**src/rtl/wb_port_arbiter.sv**
```systemverilog
// Register-file write-port arbiter for the W stage: shares the single write port between
// the in-order pipeline and the variable-latency mult/div unit, with result buffering and starvation relief.
module wb_port_arbiter #(
  parameter int unsigned STARVE_LIMIT = 4,
  parameter logic [4:0]  STATUS_REG   = 5'd30,
  parameter logic [31:0] MUL_EXC_CODE = 32'd4,
  parameter logic [31:0] DIV_EXC_CODE = 32'd5
) (
  input  logic        clock,
  input  logic        reset,
  input  logic        pipe_wb_valid,
  input  logic [4:0]  pipe_wb_rd,
  input  logic [31:0] pipe_wb_data,
  input  logic        md_start,
  input  logic [4:0]  md_start_rd,
  input  logic        md_start_is_div,
  input  logic        md_resultRDY,
  input  logic [31:0] md_result,
  input  logic        md_exception,
  input  logic [4:0]  src_a_rd,
  input  logic [4:0]  src_b_rd,
  output logic        rf_we,
  output logic [4:0]  rf_rd,
  output logic [31:0] rf_data,
  output logic        md_issue_stall,
  output logic        raw_hazard,
  output logic        pipe_hold
);

  localparam int unsigned CNT_W = (STARVE_LIMIT < 1) ? 1 : $clog2(STARVE_LIMIT + 1);

  typedef enum logic [1:0] {
    S_IDLE,
    S_BUSY,
    S_PEND
  } state_e;

  state_e             state_q, state_d;
  logic [4:0]         cap_rd_q, cap_rd_d;
  logic               cap_div_q, cap_div_d;
  logic [4:0]         buf_rd_q, buf_rd_d;
  logic [31:0]        buf_data_q, buf_data_d;
  logic [CNT_W-1:0]   starve_cnt_q, starve_cnt_d;
  logic               pipe_hold_q, pipe_hold_d;

  logic               pipe_req;
  logic               md_done;
  logic               md_tgt_we;
  logic [4:0]         md_tgt_rd;
  logic [31:0]        md_tgt_data;

  function automatic logic src_hits(input logic [4:0] src, input logic [4:0] t0,
                                    input logic [4:0] t1);
    return (src != '0) && ((src == t0) || (src == t1));
  endfunction

  always_ff @(posedge clock) begin
    if (reset) begin
      state_q      <= S_IDLE;
      cap_rd_q     <= '0;
      cap_div_q    <= 1'b0;
      buf_rd_q     <= '0;
      buf_data_q   <= '0;
      starve_cnt_q <= '0;
      pipe_hold_q  <= 1'b0;
    end else begin
      state_q      <= state_d;
      cap_rd_q     <= cap_rd_d;
      cap_div_q    <= cap_div_d;
      buf_rd_q     <= buf_rd_d;
      buf_data_q   <= buf_data_d;
      starve_cnt_q <= starve_cnt_d;
      pipe_hold_q  <= pipe_hold_d;
    end
  end

  // Where a finished mult/div op lands: exceptions are redirected to the status register.
  always_comb begin
    if (md_exception) begin
      md_tgt_we   = 1'b1;
      md_tgt_rd   = STATUS_REG;
      md_tgt_data = cap_div_q ? DIV_EXC_CODE : MUL_EXC_CODE;
    end else begin
      md_tgt_we   = (cap_rd_q != '0);
      md_tgt_rd   = cap_rd_q;
      md_tgt_data = md_result;
    end
  end

  assign pipe_req = pipe_wb_valid && (pipe_wb_rd != '0) && !pipe_hold_q;
  assign md_done  = (state_q == S_BUSY) && md_resultRDY;

  always_comb begin
    state_d      = state_q;
    cap_rd_d     = cap_rd_q;
    cap_div_d    = cap_div_q;
    buf_rd_d     = buf_rd_q;
    buf_data_d   = buf_data_q;
    starve_cnt_d = '0;
    pipe_hold_d  = 1'b0;
    rf_we        = 1'b0;
    rf_rd        = '0;
    rf_data      = '0;

    unique case (state_q)
      S_IDLE: begin
        if (pipe_req) begin
          rf_we   = 1'b1;
          rf_rd   = pipe_wb_rd;
          rf_data = pipe_wb_data;
        end
        if (md_start) begin
          state_d   = S_BUSY;
          cap_rd_d  = md_start_rd;
          cap_div_d = md_start_is_div;
        end
      end
      S_BUSY: begin
        if (pipe_req) begin
          rf_we   = 1'b1;
          rf_rd   = pipe_wb_rd;
          rf_data = pipe_wb_data;
          if (md_done) begin
            if (md_tgt_we) begin
              state_d    = S_PEND;
              buf_rd_d   = md_tgt_rd;
              buf_data_d = md_tgt_data;
            end else begin
              state_d = S_IDLE;
            end
          end
        end else if (md_done) begin
          state_d = S_IDLE;
          if (md_tgt_we) begin
            rf_we   = 1'b1;
            rf_rd   = md_tgt_rd;
            rf_data = md_tgt_data;
          end
        end
      end
      S_PEND: begin
        // pipe_req is already masked while pipe_hold is high, so the buffer wins that cycle.
        if (pipe_req) begin
          rf_we        = 1'b1;
          rf_rd        = pipe_wb_rd;
          rf_data      = pipe_wb_data;
          starve_cnt_d = starve_cnt_q + CNT_W'(1);
          pipe_hold_d  = (starve_cnt_d == CNT_W'(STARVE_LIMIT));
        end else begin
          rf_we   = 1'b1;
          rf_rd   = buf_rd_q;
          rf_data = buf_data_q;
          state_d = S_IDLE;
        end
      end
      default: state_d = S_IDLE;
    endcase
  end

  always_comb begin
    raw_hazard = 1'b0;
    if (state_q == S_BUSY) begin
      raw_hazard = src_hits(src_a_rd, cap_rd_q, STATUS_REG) ||
                   src_hits(src_b_rd, cap_rd_q, STATUS_REG);
    end else if (state_q == S_PEND) begin
      raw_hazard = src_hits(src_a_rd, buf_rd_q, buf_rd_q) ||
                   src_hits(src_b_rd, buf_rd_q, buf_rd_q);
    end
  end

  assign md_issue_stall = (state_q != S_IDLE);
  assign pipe_hold      = pipe_hold_q;

endmodule

```
**config.mk**
```make
export PLATFORM = sky130hd
export DESIGN_NAME = wb_port_arbiter
export DESIGN_NICKNAME = d
export VERILOG_FILES = /design/src/rtl/wb_port_arbiter.sv
export SDC_FILE = /design/constraint.sdc
export NUM_CORES = 1
export LEC_CHECK = 0
export ABC_AREA = 1
export CORE_MARGIN = 5
export CORE_UTILIZATION = 30
export DETAILED_ROUTE_END_ITERATION = 10
export GPL_TIMING_DRIVEN = 0
export PLACE_DENSITY_LB_ADDON = 0.3
export SLEW_MARGIN = 25
export SYNTH_ARGS = -nofsm -noshare
export SYNTH_HDL_FRONTEND = slang
export SYNTH_SLANG_ARGS = --single-unit
```
**constraint.sdc**
```tcl
create_clock -name clock -period 2.19 [get_ports clock]
set_clock_uncertainty 0.15 [all_clocks]
set_input_delay 0.3285 -clock clock [delete_from_list [all_inputs] [get_ports clock]]
set_output_delay 0.3285 -clock clock [all_outputs]
set_load 0.05 [all_outputs]
```
After elaboration in Yosys (flattened, before gate mapping)
Cells that the tools add are included.

cells by class
  multiplexer cells = 30
  bitwise logic cells = 2
  equal/unequal tests = 12
  add/subtract/negate cells = 1
  reduce and logical (&&, ||, !) cells = 22

operators with widths
  cell                                                  number
  2-to-1 mux 32 bit                                     6
  one-hot mux 32 bit (3 select lines)                   1
  2-to-1 mux 5 bit                                      6
  equality test 5 bit                                   4
  nonzero test 5 bit                                    4
  one-hot mux 5 bit (3 select lines)                    1
  2-to-1 mux 2 bit                                      6
  equality test 5 bit (second input constant)           2
  2-to-1 mux 1 bit                                      8
  logical AND 1 bit                                     7
  inequality test 2 bit (second input constant)         3
  one-hot mux 2 bit (3 select lines)                    1
  logical OR 1 bit                                      4
  AND reduction 4 bit                                   1
  adder 3 x 1 -> 3 bit (second input constant)          1
  equality test 3 bit (second input constant)           1
  one-hot mux 1 bit (3 select lines)                    1
  AND reduction 3 bit                                   1
  OR reduction 3 bit                                    1
  equality test 2 x 1 -> 1 bit (second input constant)  1
  equality test 2 bit (second input constant)           1
  logical NOT 2 bit                                     1
  inverter 1 bit                                        2
  AND reduction 2 bit                                   1
  other kinds (2)                                       2

word-level totals
  register bits = 49
  input bits = 91
  logic and storage cells = 74

Logic depth before layout (Yosys ltp)
  word-level depth = 6
  gate-level depth with buffers = 10
  depth with buffers taken out = 10

Worst setup path after synthesis
OpenSTA, ideal clock, no wires.

  path type = register -> output
  from = register pipe_hold_q, in the netlist pipe_hold
  to = output port rf_data[22]
  stages on the path, launching flop included = 7
  path buffers = 2
  required time = 1.712 ns
  path slack = -0.404 ns
  arrival = 2.115 ns
  cell sequence = dfxtp_1 > nor2_1 > nand2_2 > buf_6 > clkbuf_1 > o21ai_0 > a21oi_1

between the ends
  word-level cells in the longest chain between the ends = 4
  elaborated cells on any way between the ends = 6

RTL lines
  what                                         line           source
  start: declaration                           44             logic pipe_hold_q, pipe_hold_d;
  start signal: assignment                     73             pipe_hold_q <= pipe_hold_d;
  logical NOT 1 bit (*)                        90             assign pipe_req = pipe_wb_valid && (pipe_wb_rd != '0) && !pipe_hold_q;
  logical AND 1 bit (*)                        90
  2-to-1 mux 32 bit, on equally long branches  143, 107, 119
  one-hot mux 32 bit (3 select lines) (*)      105            unique case (state_q)
  end: declaration                             24             output logic [31:0] rf_data,

Mark *: on every way between the ends. The rest lies on a longest branch, timed or not.

Worst setup path after layout
  from = register state_q[1]
  to = output port rf_data[1]

between the ends
  word-level cells in the longest chain between the ends = 5
  elaborated cells on any way between the ends = 7

RTL lines
  what                                     line     source
  start: declaration                       38       state_e state_q, state_d;
  start signal: assignment                 67       state_q <= state_d;
  equality test 2 x 1 -> 1 bit             91, 105
  logical AND 1 bit                        91       assign md_done = (state_q == S_BUSY) && md_resultRDY;
  2-to-1 mux 32 bit                        132      end else if (md_done) begin
  2-to-1 mux 32 bit                        119      if (pipe_req) begin
  one-hot mux 32 bit (3 select lines) (*)  105

Marks and branches as above.

==> reports/qor.yml <==
grt:
  top_usage_layer: "met2"
  grt.total_usage_pct: 19.9
  grt.met1_usage_pct: 24.1
  grt_max_degree: 15
  grt_pass1_vias: 4317
  grtUsageMet3_pct: 5.36
  grt_pass1_wl_um: 21000
  antenna_found_initial: 0
  grt_overflow: 0
  gr-usage-met2_pct: 33.2
clock_network:
  clkTransAtPathRegs_ns: 0.10
  cts_buffer_depth: 2
  worstSkewPairLatency_ns: 0.31
  cts.htree.levels: 2
  cts_tree: "done"
  cts_root_buffer: "clkbuf_8"
  cts_hold_buffers: 0
  cts-buffers-inserted: 5
  cts.sinks: 49
worst_hold_path:
  hold_end: "buf_rd_q[3]"
  hold_path_depth: 3
  min_path_type: "input port to register"
  hold_start: "md_exception"
layout:
  layout_common_cells: "nor2_1 (79), nand2_1 (75), clkdlybuf4s50_1 (74)"
  area.growth.synth_to_final_pct: 75.0
  diodes: 0
  nNetsFinal: 773
  drive_above_1_share_pct: 28.4
  nFillCells: 967
  fin_util_pct: 54.3
  layout_commonest_cell: "nor2_1"
  layoutNonFillerInstCount: 816
sta:
  final_min_period_over_clock_period_pct: 103
  fmax_ghz: 0.445
  finalSetupTns_ns: -0.308
  setup_slack_ns: -0.0591
  relSlewSlack_pct: 64.9
  setup_viol: 16
  slew_violations: 0
  period_minus_slack_ns: 2.25
  tightest_slew_ns: 0.526
  finalHoldViolations: 0
  rsz0062_at_grt: "yes"
worst_setup_path:
  rr_endpoint: "buf_data_q[18]"
  rrSetupSlack_ns: 0.47
  cp_slowest_stage_delay_ns: 0.37
  worst-r2r-cell-count: 10
  critPathLaunchType: "register"
  crit_path_end_kind: "output pin"
  required_ns: 1.71
  critPathTopFamily: "buffers and inverters"
  crit_buf_inv: 5
  crit_chain: "nor2_4 > nand2_4 > clkinv_4 > nand2_4 > inv_8 > buf_12 > buf_12 > nand3_2 > a21oi_2 > buf_6"
  worst-setup-path-type: "register to output pin"
  r2r-start: "state_q[1]"
  slowest_stage: "dfxtp_4"
  worstPathArrival_ns: 1.77
  path_max_fanout: 5
placement:
  dpl.hpwl_um: 9620
  port_buffers: 129
  pre_cts_ws_ns: -1.35
  dp.cells: 784
  place_congestion: 0.885
synthesis:
  syn-cell-area_um2: 3230
  synth_nets: 612
  synth.ff_latch_count: 49
  ys_warn_count: 0
  ys_seq_area_share_pct: 30.4
  synthCells: 519
  synth.distinct_cells: 33
  synth.avg_cell_area_um2: 6.22
pwr:
  leakage_nw: 2.43
  ir_drop_v: 0.000246
  powerDensity_nw_per_um2: 470
routing:
  drt_pass1_iterations: 5
  routedWlPerCell_um: 16.5
  wl_um: 13500
  drtIter0Drc: 208
  vias: 4206
  drc: 0
  ant_nets: 0
  drt-vias-per-instance: 5.15
floorplanning:
  start_util_pct: 31.0
  die_y_um: 114
  io_pins: 132
  std_cell_rows: 37
  die_w_um: 114
  dieArea_um2: 12900
  coreArea_um2: 10400
outcome:
  violations: "setup timing"
  status: "complete, but fails checks"
job:
  drv_cap: 0
[synth_stat cells (all sizes together)]
cell / number / area (um^2)
o31ai: 1 / 7.51
clkinv: 1 / 5.00
nor3b: 1 / 7.51
buf: 20 / 148
xor2: 4 / 35.0
a21oi: 99 / 503
nand4: 4 / 25.0
xnor2: 8 / 70.1
dfxtp: 49 / 981
nand3b: 1 / 7.51
nor2: 86 / 342
ha: 2 / 25.0
inv: 45 / 171
clkbuf: 16 / 70.1
nand3: 18 / 90.1
nand2: 81 / 317
o21ai: 78 / 394
o22ai: 1 / 6.26
nor3: 2 / 10.0
o211ai: 2 / 15.0
[metrics by stage]
stage / total power [mW] / instance area [um^2] / hold slack (ns)
after floorplan: 1.49 / 3370 / 0.271
after global placement: 1.87 / 4830 / 0.278
after detailed placement: 1.87 / 4830 / 0.308
after CTS: 2.62 / 5430 / 0.262
after global routing: 2.76 / 5650 / 0.297
final: 2.65 / 5650 / 0.281
[power breakdown]
group | switching, mW | total [mW] | leakage [nW] | internal [mW]
registers | 0.0296 | 0.955 | 0.402 | 0.926
clock network | 0.310 | 0.643 | 0.0540 | 0.333
logic | 0.593 | 1.06 | 1.98 | 0.463
total | 0.933 | 2.65 | 2.43 | 1.72
[cells by family after synthesis]
group	Yosys count	share of synthesized area (%)
buffers and inverters	82	12.2
XOR/XNOR	12	3.25
AO/OA/AOI/OAI	181	28.7
AND/OR/NAND/NOR	193	24.7
flip-flops	49	30.4
adder cells (fa/ha/maj)	2	0.775
[worst max path at each step]
stage / from / endpoint / slack, ns / depth (start not counted)
5_1_grt: state_q[1] / rf_data[1] / -0.12 / 10
3_5_place_dp: pipe_wb_rd[1] / rf_rd[3] / -1.35 / 9
2_1_floorplan: pipe_hold / rf_data[0] / 0.03 / 7
4_1_cts: state_q[0] / rf_data[9] / -0.04 / 11
3_3_place_gp: pipe_wb_rd[0] / rf_rd[3] / -1.38 / 9
6_report: state_q[1] / rf_data[1] / -0.06 / 10
[sequential cells by signal, indices dropped and copies added (netlist names)]
name          count
buf_data_q       32
buf_rd_q          5
cap_div_q         1
cap_rd_q          5
pipe_hold         1
starve_cnt_q      3
state_q           2
[tightest hold or removal path: cells and delay by family]
| family | cells | cell delay [ns] |
|---|---|---|
| buffers and inverters | 1 | 0.18 |
| AND/OR/NAND/NOR | 1 | 0.12 |
| AO/OA/AOI/OAI | 1 | 0.07 |
[per-layer routing]
metal / part of all wire, % / vias to the layer above
met5: 0 / -
li1: - / 2030
met1: 41 / 1922
met4: 4.2 / 0
met2: 47 / 214
met3: 8.4 / 40
[final cells by class]
type,count,area [um^2],area share (%)
Clock inverter,2,35.0,0.620
Tap cell,136,170,3.01
Sequential cell,49,998,17.7
Timing Repair Buffer,154,1640,29.0
Buffer,36,379,6.71
Multi-Input combinational cell,388,2170,38.4
Clock buffer,5,68.8,1.22
Inverter,46,193,3.41
[what timing repair did]
item / CTS / global route
gates cloned: 5 / 1
setup buffers: 14 / 5
resized for setup: 369 / 46
pin swaps: 21 / 16
endpoints found under the setup margin: 39 / 38
Note: power is estimated with default switching activity, not from simulation.
